File: src/rtl/sweep_scheduler_if.sv
// Grid-load stream and result handshake between the loader/sink side and sweep_scheduler.
// The scheduler is the slave; whoever feeds rows and consumes results is the master.
interface sweep_scheduler_if #(
  parameter int WIDTH = 16,
  parameter int DEPTH = 16
);
  localparam int CW = $clog2(WIDTH*DEPTH+1);

  logic             start;
  logic             row_valid;
  logic             row_ready;
  logic [WIDTH-1:0] row_data;
  logic             busy;
  logic             done;
  logic             res_ready;
  logic [CW-1:0]    count;
  logic [CW-1:0]    sweeps;
  logic             truncated;

  modport master (
    output start, row_valid, row_data, res_ready,
    input  row_ready, busy, done, count, sweeps, truncated
  );

  modport slave (
    input  start, row_valid, row_data, res_ready,
    output row_ready, busy, done, count, sweeps, truncated
  );
endinterface

File: src/rtl/sweep_scheduler.sv
// Loads an occupancy grid row by row, then applies one datapath sweep per clock until nothing is
// removed, and holds the totals on a result handshake. Optional sweep cap: define SWEEP_LIMIT_EN.
module sweep_scheduler #(
  parameter int WIDTH      = 16,
  parameter int DEPTH      = 16,
  parameter int MAX_SWEEPS = 255,
  localparam int CW        = $clog2(WIDTH*DEPTH+1)
) (
  input  logic                        clk,
  input  logic                        reset,
  sweep_scheduler_if.slave            bus,
  output logic [DEPTH-1:0][WIDTH-1:0] dp_mat_in,
  input  logic [DEPTH-1:0][WIDTH-1:0] dp_mat_out,
  input  logic [CW-1:0]               dp_removed,
  output logic [1:0]                  dbg_state
);
  localparam int RW = (DEPTH > 1) ? $clog2(DEPTH) : 1;

  typedef enum logic [1:0] {IDLE, LOAD, SWEEP, DONE} state_t;

  state_t                      state_q, state_d;
  logic [RW-1:0]               row_idx_q;
  logic [DEPTH-1:0][WIDTH-1:0] grid_q;
  logic [CW-1:0]               count_q;
  logic [CW-1:0]               sweeps_q;
  logic                        trunc_q;
  logic                        cap_hit;
  logic                        row_fire;
  logic                        last_row;
  logic                        sweep_upd;

`ifdef SWEEP_LIMIT_EN
  assign cap_hit = (state_q == SWEEP) && (sweeps_q == CW'(MAX_SWEEPS)) && (dp_removed != '0);
`else
  localparam int unused_max_sweeps = MAX_SWEEPS;
  assign cap_hit = 1'b0;
`endif

  // Handshakes: a row transfers on any rising edge where row_valid && row_ready; the result
  // transfers on any rising edge where done && res_ready. Neither side may retract early.
  assign row_fire  = (state_q == LOAD) && bus.row_valid;
  assign last_row  = (row_idx_q == RW'(DEPTH-1));
  assign sweep_upd = (state_q == SWEEP) && (dp_removed != '0) && !cap_hit;

  always_comb begin
    state_d = state_q;
    case (state_q)
      IDLE:    if (bus.start) state_d = LOAD;
      LOAD:    if (row_fire && last_row) state_d = SWEEP;
      SWEEP:   if ((dp_removed == '0) || cap_hit) state_d = DONE;
      DONE:    if (bus.res_ready) state_d = IDLE;
      default: state_d = IDLE;
    endcase
  end

  always_ff @(posedge clk) begin
    if (!reset) state_q <= IDLE;
    else        state_q <= state_d;
  end

  always_ff @(posedge clk) begin
    if (!reset) begin
      row_idx_q <= '0;
      grid_q    <= '0;
      count_q   <= '0;
      sweeps_q  <= '0;
      trunc_q   <= 1'b0;
    end else begin
      case (state_q)
        IDLE: begin
          if (bus.start) begin
            row_idx_q <= '0;
            count_q   <= '0;
            sweeps_q  <= '0;
            trunc_q   <= 1'b0;
          end
        end
        LOAD: begin
          if (row_fire) begin
            grid_q[row_idx_q] <= bus.row_data;
            row_idx_q         <= row_idx_q + 1'b1;
          end
        end
        SWEEP: begin
          if (sweep_upd) begin
            grid_q   <= dp_mat_out;
            count_q  <= count_q + dp_removed;
            sweeps_q <= sweeps_q + 1'b1;
          end
          if (cap_hit) trunc_q <= 1'b1;
        end
        DONE: begin
          // Leaving DONE returns every output, including the grid, to zero for IDLE.
          if (bus.res_ready) begin
            grid_q   <= '0;
            count_q  <= '0;
            sweeps_q <= '0;
            trunc_q  <= 1'b0;
          end
        end
        default: ;
      endcase
    end
  end

  assign bus.row_ready = (state_q == LOAD);
  assign bus.busy      = (state_q != IDLE);
  assign bus.done      = (state_q == DONE);
  assign bus.count     = count_q;
  assign bus.sweeps    = sweeps_q;
  assign bus.truncated = trunc_q;
  assign dp_mat_in     = grid_q;
  assign dbg_state     = state_q;
endmodule

File: src/flat_wrapper.sv
// flat-port wrapper written by rule: the top's interface ports become plain ports
module sweep_scheduler_flat 
#(
  parameter int WIDTH      = 16,
  parameter int DEPTH      = 16,
  parameter int MAX_SWEEPS = 255,
  localparam int CW        = $clog2(WIDTH*DEPTH+1)
)
  (clk, reset, dp_mat_in, dp_mat_out, dp_removed, dbg_state, bus_start, bus_row_valid, bus_row_data, bus_res_ready, bus_row_ready, bus_busy, bus_done, bus_count, bus_sweeps, bus_truncated);
  sweep_scheduler_if #(.WIDTH(WIDTH), .DEPTH(DEPTH)) bus_i ();
  input  logic clk;
  input  logic reset;
  output logic [DEPTH-1:0][WIDTH-1:0] dp_mat_in;
  input  logic [DEPTH-1:0][WIDTH-1:0] dp_mat_out;
  input  logic [CW-1:0] dp_removed;
  output logic [1:0] dbg_state;
  input wire logic [$bits(bus_i.start)-1:0] bus_start;
  input wire logic [$bits(bus_i.row_valid)-1:0] bus_row_valid;
  input wire logic [$bits(bus_i.row_data)-1:0] bus_row_data;
  input wire logic [$bits(bus_i.res_ready)-1:0] bus_res_ready;
  output wire logic [$bits(bus_i.row_ready)-1:0] bus_row_ready;
  output wire logic [$bits(bus_i.busy)-1:0] bus_busy;
  output wire logic [$bits(bus_i.done)-1:0] bus_done;
  output wire logic [$bits(bus_i.count)-1:0] bus_count;
  output wire logic [$bits(bus_i.sweeps)-1:0] bus_sweeps;
  output wire logic [$bits(bus_i.truncated)-1:0] bus_truncated;
  assign bus_i.start = bus_start;
  assign bus_i.row_valid = bus_row_valid;
  assign bus_i.row_data = bus_row_data;
  assign bus_i.res_ready = bus_res_ready;
  assign bus_row_ready = bus_i.row_ready;
  assign bus_busy = bus_i.busy;
  assign bus_done = bus_i.done;
  assign bus_count = bus_i.count;
  assign bus_sweeps = bus_i.sweeps;
  assign bus_truncated = bus_i.truncated;
  sweep_scheduler #(.WIDTH(WIDTH), .DEPTH(DEPTH), .MAX_SWEEPS(MAX_SWEEPS)) u_core (.clk(clk), .reset(reset), .bus(bus_i), .dp_mat_in(dp_mat_in), .dp_mat_out(dp_mat_out), .dp_removed(dp_removed), .dbg_state(dbg_state));
endmodule
File: config.mk
export PLATFORM = sky130hd
export DESIGN_NAME = sweep_scheduler_flat
export DESIGN_NICKNAME = d
export VERILOG_FILES = /design/src/rtl/sweep_scheduler_if.sv /design/src/rtl/sweep_scheduler.sv /design/src/flat_wrapper.sv
export SDC_FILE = /design/constraint.sdc
export NUM_CORES = 1
export LEC_CHECK = 0
export CORE_AREA = 2 2 217 219
export CTS_BUF_LIST = sky130_fd_sc_hd__clkbuf_2
export CTS_CLUSTER_DIAMETER = 50
export CTS_CLUSTER_SIZE = 8
export DETAILED_ROUTE_END_ITERATION = 10
export DIE_AREA = 0 0 219 221
export GPL_ROUTABILITY_DRIVEN = 0
export SETUP_SLACK_MARGIN = 0.4
export SYNTH_ARGS = -nofsm -noshare
export SYNTH_HDL_FRONTEND = slang
export SYNTH_SLANG_ARGS = --single-unit
File: constraint.sdc
create_clock -name clk -period 2.27 [get_ports clk]
set_input_delay 0.5675 -clock clk [delete_from_list [all_inputs] [get_ports clk]]
set_output_delay 0.5675 -clock clk [all_outputs]
set_load 0.005 [all_outputs]
Yosys cells after proc, flatten, opt, wreduce, memory -nomap -nowiden

Cells that the tools add are included.

Add/subtract/negate cells: 3
Order comparisons: 2
Equality and inequality tests: 10
Muxes and demuxes: 24
Reduce and logical (&&, ||, !) cells: 17

Operators with widths:

| operator            | count |
|---|---|
| $mux 256            | 3 |
| $pmux 256 s3        | 1 |
| $bwmux 256          | 1 |
| $demux 16 s4        | 1 |
| $pmux 9 s3          | 2 |
| $mux 9              | 4 |
| $mux 16             | 1 |
| $reduce_and 4->1    | 3 |
| $add 9x1->9 const B | 1 |
| $add 9x9->9         | 1 |
| $logic_not 9->1     | 1 |
| $reduce_bool 9->1   | 1 |
| $mux 2              | 4 |
| $mux 4              | 2 |
| $pmux 2 s4          | 1 |
| $pmux 4 s2          | 1 |
| $ne 2x1->1 const B  | 3 |
| $ne 2x2->1 const B  | 3 |
| $reduce_and 3->1    | 2 |
| $reduce_bool 2->1   | 3 |
| $reduce_bool 3->1   | 2 |
| $lt 4x5->1 const B  | 1 |
| $add 4x1->4 const B | 1 |
| $eq 2x2->1 const B  | 2 |
| 7 further kinds     | 11 |

Flip-flop bits (word level): 281
Input port bits: 286
Logic and storage cells: 77

Longest topological paths before layout

Gate-level depths: netlist (run 1).

Word-level depth: 7
Gate-level depth with buffers: 11
Gate-level depth less buffers: 7

Worst setup path after synthesis (run 1)

Ideal clock, no wire load.

Path kind: input -> register
Start point: input dp_removed[0]
End point: register u_core.count_q[8] (netlist: u_core.bus.count[8])
Library setup time: 79 ps
Arrival: 2179 ps
Slack: 13 ps
Stages: 7
Buffers on the path: 0
Cells stage by stage: ha_1 fa_1 a211oi_1 o211ai_1 a221oi_1 nand4b_1 o211ai_1

Cells in the longest elaborated chain, start to end: 4

Ends and longest elaborated chain:

| element                                                             | line                  | text |
|---|---|---|
| start, declared                                                     | flat_wrapper.sv:15    | `input logic [CW-1:0] dp_removed;` |
| parallel branches: the longest is 4 deep, another holds $add 9x9->9 | n/a                   |  |
| end signal, assigned                                                | sweep_scheduler.sv:87 | `count_q <= count_q + dp_removed;` |
| end, declared                                                       | sweep_scheduler.sv:24 | `logic [CW-1:0] count_q;` |

Several ways; the timed one is not identified. The select of a mux whose other input is x is not followed.
A chain may end at the register's enable or synchronous reset.

==> impl_metrics.yaml, run 1 <==
timing:
  fin_crit_ns: 2.55
  finalHoldViolations: 0
  fin_tns_setup_ns: -44.45
  layout_setup_ws_ns: -0.279
  rsz0062_at_grt: "yes"
  slew_headroom_pct: 53.3
  fin_crit_sh_pct: 112
  final.setup_skew_ns: 0.0760
  drv_slew: 0
  worst_slew_pin_slew_ns: 0.695
  timing.fmax_mhz: 392
  setup_viol: 260
setup_path:
  worst_ep_required_time_ns: 3.12
  arrival_ns: 3.40
  crit_fanout: 32
  reg2reg_from: "u_core.dbg_state[0]"
  cp_slowest_stage_delay_ns: 0.42
  reg2reg_depth: 13
  crit_path_end_kind: "flip-flop"
  worst_path_most_repeated_cell: "buf_6"
  critPathSlowestCell: "or3_4"
  crit_chain: "buf_6 -> ha_4 -> buf_6 -> buf_6 -> nor2b_4 -> or3_4 -> buf_4 -> buf_8 -> buf_12 -> nor3_4 -> buf_12 -> nand2_1 -> o211a_1"
  crit_start: "u_core.dbg_state[0]"
  worstSetupPathType: "reg2reg"
  startpoint_type: "flip-flop"
  reg2reg_slack_ns: -0.28
route:
  postRouteAntennaNets: 0
  vias: 15400
  drt-initial-drc-count: 1232
  wire_per_inst_um: 24.8
  routed_wl_um: 69200
  drt_first_pass_iters: 6
  vias_per_cell: 5.50
  drt_drc_violations_left: 0
logic_synthesis:
  ys_ff_latch: 280
  synth_warnings: 0
  synthArstFlopShare_pct: 0
  synth_edf_count: 0
  avgSynthCellArea_um2: 9.35
  synthDistinctLibCells: 51
  ys.flop_type: "dfxtp_1"
  synth-seq-area-share_pct: 41.2
  synth_area_mm2: 0.0136
  synth_nets: 1762
  postSynthCellCount: 1456
place:
  hpwl_um: 44100
  portBuffers: 564
  dp_worst_setup_slack_ns: -0.828
run:
  cap_violations: 0
final_layout:
  nNetsFinal: 2473
  layout_commonest_cell: "clkdlybuf4s50_1"
  drive_gt1_share_pct: 48.1
  final_cell_mix: "clkdlybuf4s50_1 (284), dfxtp_2 (269), a22oi_1 (257), o211a_1 (257), buf_6 (257)"
  area_growth_pct: 74.5
cts:
  cts_tree: "yes"
  path_clk_slew_ns: 0.17
  cts.sinks: 280
  insertion_delay_ns: 0.99
  htree_num_levels: 2
  cts_buffers: 45
  clock_tree.root_cell: "clkbuf_2"
  cts.path.max_buffers: 3
power:
  p_per_area_mw_per_mm2: 900
  power_w: 0.0214
  irDropWorstVdd_mv: 0.485
  leakage_nw: 12.2
global_route:
  grt_pass1_vias: 14800
  grt_start_max_net_pins: 105
  grt_pass1_wl_um: 96800
  antenna_found_initial: 3
  track_usage_pct: 26.4
  grt_overflow_total: 0
floorplan:
  dieArea_mm2: 0.0484
  dieWidth_um: 219
  num_io_pins: 566
  start_util_pct: 29.6
  coreArea_mm2: 0.0461
  die_h_um: 221
  rows: 79
min_path:
  worstHoldStart: "dp_mat_out[163]"
  hold_class: "in2reg"
  worstHoldPathCells: 4
run_status:
  outcome: "complete, but fails checks"
  violations: "negative setup slack"
## what timing repair did
action / CTS / global route
pin swaps: 24 / 26
resized for setup: 1696 / 174
endpoints found under the setup margin: 552 / 559
setup buffers: 92 / 37
endpoints found under the hold margin: 19 / 0
hold buffers: 1 / 0
gates cloned: 15 / 15
## Yosys cell counts (8+ instances only)
| cell | instances | area share (%) |
|---|---|---|
| nor3_4 | 11 | 1.3 |
| a22oi_1 | 260 | 14 |
| buf_4 | 28 | 1.5 |
| nor3_1 | 17 | 0.62 |
| and3b_1 | 8 | 0.51 |
| ha_1 | 19 | 1.7 |
| buf_2 | 34 | 1.2 |
| and2_1 | 22 | 1.0 |
| nand3_1 | 17 | 0.62 |
| nand2_1 | 270 | 7.4 |
| nor2_1 | 11 | 0.30 |
| clkbuf_1 | 112 | 3.1 |
| xor2_1 | 8 | 0.51 |
| nor2b_1 | 9 | 0.41 |
| dfxtp_1 | 280 | 41 |
| o211a_1 | 257 | 19 |
## through the flow
stage	cells	cell area, um^2	hold slack (ns)	utilization (%)
finish	2795	23800	0.320	51.6
global route	2792	23700	0.250	51.6
CTS	2739	22500	0.161	48.7
detailed placement	2567	20600	0.480	44.7
global placement	2567	20600	0.473	44.7
floorplan	1456	13900	0.468	-
## cells by family after synthesis
group / Yosys count / synth area share [%]
compound gates: 556 / 35.2
buf+inv: 189 / 6.65
xor+xnor: 9 / 0.579
simple gates: 399 / 14.3
fa+ha+maj: 20 / 1.89
other cells: 1 / 0.0275
flops: 280 / 41.2
mux: 2 / 0.147
## routing by layer
metal / vias to the layer above / GRT usage (%) / routed length [um]
met5: - / 0 / 13
met4: 2 / 8.76 / 1960
met3: 123 / 7.44 / 6570
met2: 753 / 43.6 / 32800
met1: 7593 / 33.0 / 27900
li1: 6894 / - / -
## worst max-delay path by stage
stage                          to  slack (ns)  cells after the start
floorplan               flip-flop        0.19                     10
global placement        flip-flop       -0.77                      6
detailed placement      flip-flop       -0.83                      6
CTS                 bus_row_ready       -0.29                      4
global route            flip-flop       -0.34                     13
finish                  flip-flop       -0.28                     13
## critical path: cells and delay by family, from the launching register on
kind                       cells  cell delay [ns]
AOI/OAI and AO/OA              1             0.13
and+or+nand+nor                4             0.80
adders and majority gates      1             0.15
DFF                            1             0.39
buffers and inverters          7             0.93
## power breakdown
part | internal, W | switching [W]
registers | 0.00612 | 0.000702
clock network | 0.000636 | 0.00199
logic | 0.00626 | 0.00568
## area by class of cell
class | instances | area, um^2
antenna | 4 | 10.0
sequential | 280 | 5970
clock buffer | 52 | 260
multi-input combinational | 992 | 7810
timing repair buffer | 842 | 8860
inverter | 6 | 27.5
fill | 4310 | 22300
clock inverter | 12 | 62.6
tap | 607 | 759
(Power assumes the default switching activity.)
==> run 2, diff against run 1 <==
Settings changed: CELL_PAD_IN_SITES_DETAIL_PLACEMENT set to 2, CELL_PAD_IN_SITES_GLOBAL_PLACEMENT set to 2, CORE_AREA 2 2 217 219 to not set, CORE_UTILIZATION set to 23, DIE_AREA 0 0 219 221 to not set, PLACE_DENSITY_LB_ADDON set to 0.1.
==> impl_metrics.yaml, run 2 (same netlist as run 1, synthesis figures left out) <==
run_status:
  outcome: "complete, but fails checks"
  violations: "negative setup slack"
power:
  power_frac_clock_pct: 17.4
  combPwrFrac_pct: 50.5
  p_per_area_mw_per_mm2: 935
  p_int_w: 0.0123
  power.net_switching_w: 0.00842
  pwr-share-seq_pct: 32.2
  switching_share_pct: 40.6
  leakage_nw: 11.7
  irDropWorstVdd_mv: 0.639
cts:
  insertion_delay_ns: 1.01
  path_clk_slew_ns: 0.17
  cts_buffers: 49
  htree_num_levels: 2
  cts.sinks: 280
  cts_tree: "yes"
  clock_tree.root_cell: "clkbuf_2"
  cts.path.max_buffers: 3
global_route:
  antenna_found_initial: 24
  grt_start_max_net_pins: 89
  track_usage_pct: 25.1
  grt_pass1_wl_um: 110000
  grt_overflow_total: 0
  grt_pass1_vias: 16000
timing:
  rsz0062_at_grt: "yes"
  fin_crit_ns: 2.53
  worst_slew_pin_slew_ns: 0.827
  fin_crit_sh_pct: 111
  drv_slew: 0
  setup_viol: 170
  slew_headroom_pct: 44.5
  layout_setup_ws_ns: -0.256
  final.setup_skew_ns: 0.0423
  timing.fmax_mhz: 396
  finalHoldViolations: 0
final_layout:
  area_growth_pct: 63.0
  instances_no_fill: 2903
  nNetsFinal: 2402
  drive_gt1_share_pct: 31.9
  final_cell_mix: "clkdlybuf4s50_1 (284), nand2_1 (269), a22oi_1 (260)"
  layout_commonest_cell: "clkdlybuf4s50_1"
floorplan:
  rows: 88
  coreArea_mm2: 0.0581
  start_util_pct: 23.4
  num_io_pins: 566
  dieArea_mm2: 0.0602
  dieWidth_um: 245
  die_h_um: 245
setup_path:
  crit_family: "buffers and inverters"
  startpoint_type: "flip-flop"
  crit_path_end_kind: "flip-flop"
  cp.buffers_inverters: 5
  crit_fanout: 16
  worstSetupPathType: "reg2reg"
  critPathSlowestCell: "or3_2"
  crit_chain: "inv_6 -> ha_4 -> nor2b_1 -> or3_2 -> buf_4 -> buf_4 -> a211oi_4 -> buf_12 -> buf_12 -> nand2_1 -> o211a_1"
  worst_ep_required_time_ns: 3.16
  arrival_ns: 3.42
  cp_slowest_stage_delay_ns: 0.53
route:
  wire_per_inst_um: 27.5
  drt_drc_violations_left: 0
  vias_per_cell: 5.15
  drt_first_pass_iters: 6
  vias: 15000
  drt-initial-drc-count: 688
  postRouteAntennaNets: 0
  routed_wl_um: 79900
place:
  dp_worst_setup_slack_ns: -0.974
  hpwl_um: 54100
  portBuffers: 564
  place_inst: 2724
min_path:
  hold_class: "in2reg"
run:
  cap_violations: 0
[run 2: per-layer routing]
layer	wire length, um	GRT usage, %
met1	32600	30.0
met2	38700	42.2
met3	5860	7.30
met4	2580	9.45
met5	145	0
[run 2: power by group through the flow]
stage | clock network, W | logic, W | registers, W
floorplan | 0 | 0.00428 | 0.00662
global placement | 0 | 0.00961 | 0.00661
detailed placement | 0 | 0.00981 | 0.00666
CTS | 0.00377 | 0.0101 | 0.00661
global route | 0.00396 | 0.0111 | 0.00678
finish | 0.00360 | 0.0105 | 0.00667
[run 2: area by class of cell]
type | instances | area (um^2)
fill | 6402 | 36000
multi-input combinational | 997 | 7460
timing repair buffer | 762 | 7310
sequential | 280 | 5850
tap | 765 | 957
clock buffer | 58 | 290
clock inverter | 23 | 255
inverter | 6 | 30.0
antenna | 12 | 30.0
[run 2: final timing paths]
kind,slack [ns],depth (start not counted),endpoint,from
worst min register to register,0.48,2,u_core.bus.sweeps[7],u_core.bus.sweeps[7]
worst max register to register,-0.26,11,flip-flop,u_core.dbg_state[1]
worst min-delay path,0.29,4,flip-flop,dp_mat_out[209]
worst max-delay path,-0.26,11,flip-flop,u_core.dbg_state[1]
[run 2: tightest hold or removal path, stage by stage]
cell and delay [ns]:
clkdlybuf4s50_1 0.45, a22oi_1 0.07, nand2_1 0.07, o211a_1 0.13
[run 2: stage by stage]
step           hold WS (ns)  TNS [ns]  instance area [um^2]  util [%]  total power (W)
2_1_floorplan         0.468         0                 13900         -           0.0109
3_3_place_gp          0.469   -185.64                 20900      35.9           0.0162
3_5_place_dp          0.482   -200.07                 20900      35.9           0.0165
4_1_cts               0.126    -72.91                 21900      37.7           0.0205
5_1_grt               0.185    -45.24                 22200      38.1           0.0219
6_report              0.294    -20.90                 22200      38.2           0.0207
[run 2: timing repair]
action                                 CTS  global route
setup endpoints to repair              556           558
gates cloned                             9             6
resized for setup                      446           389
endpoints found under the hold margin   34             0
hold buffers                             1             0
buffers inserted                        40            30
pin swaps                               19             9
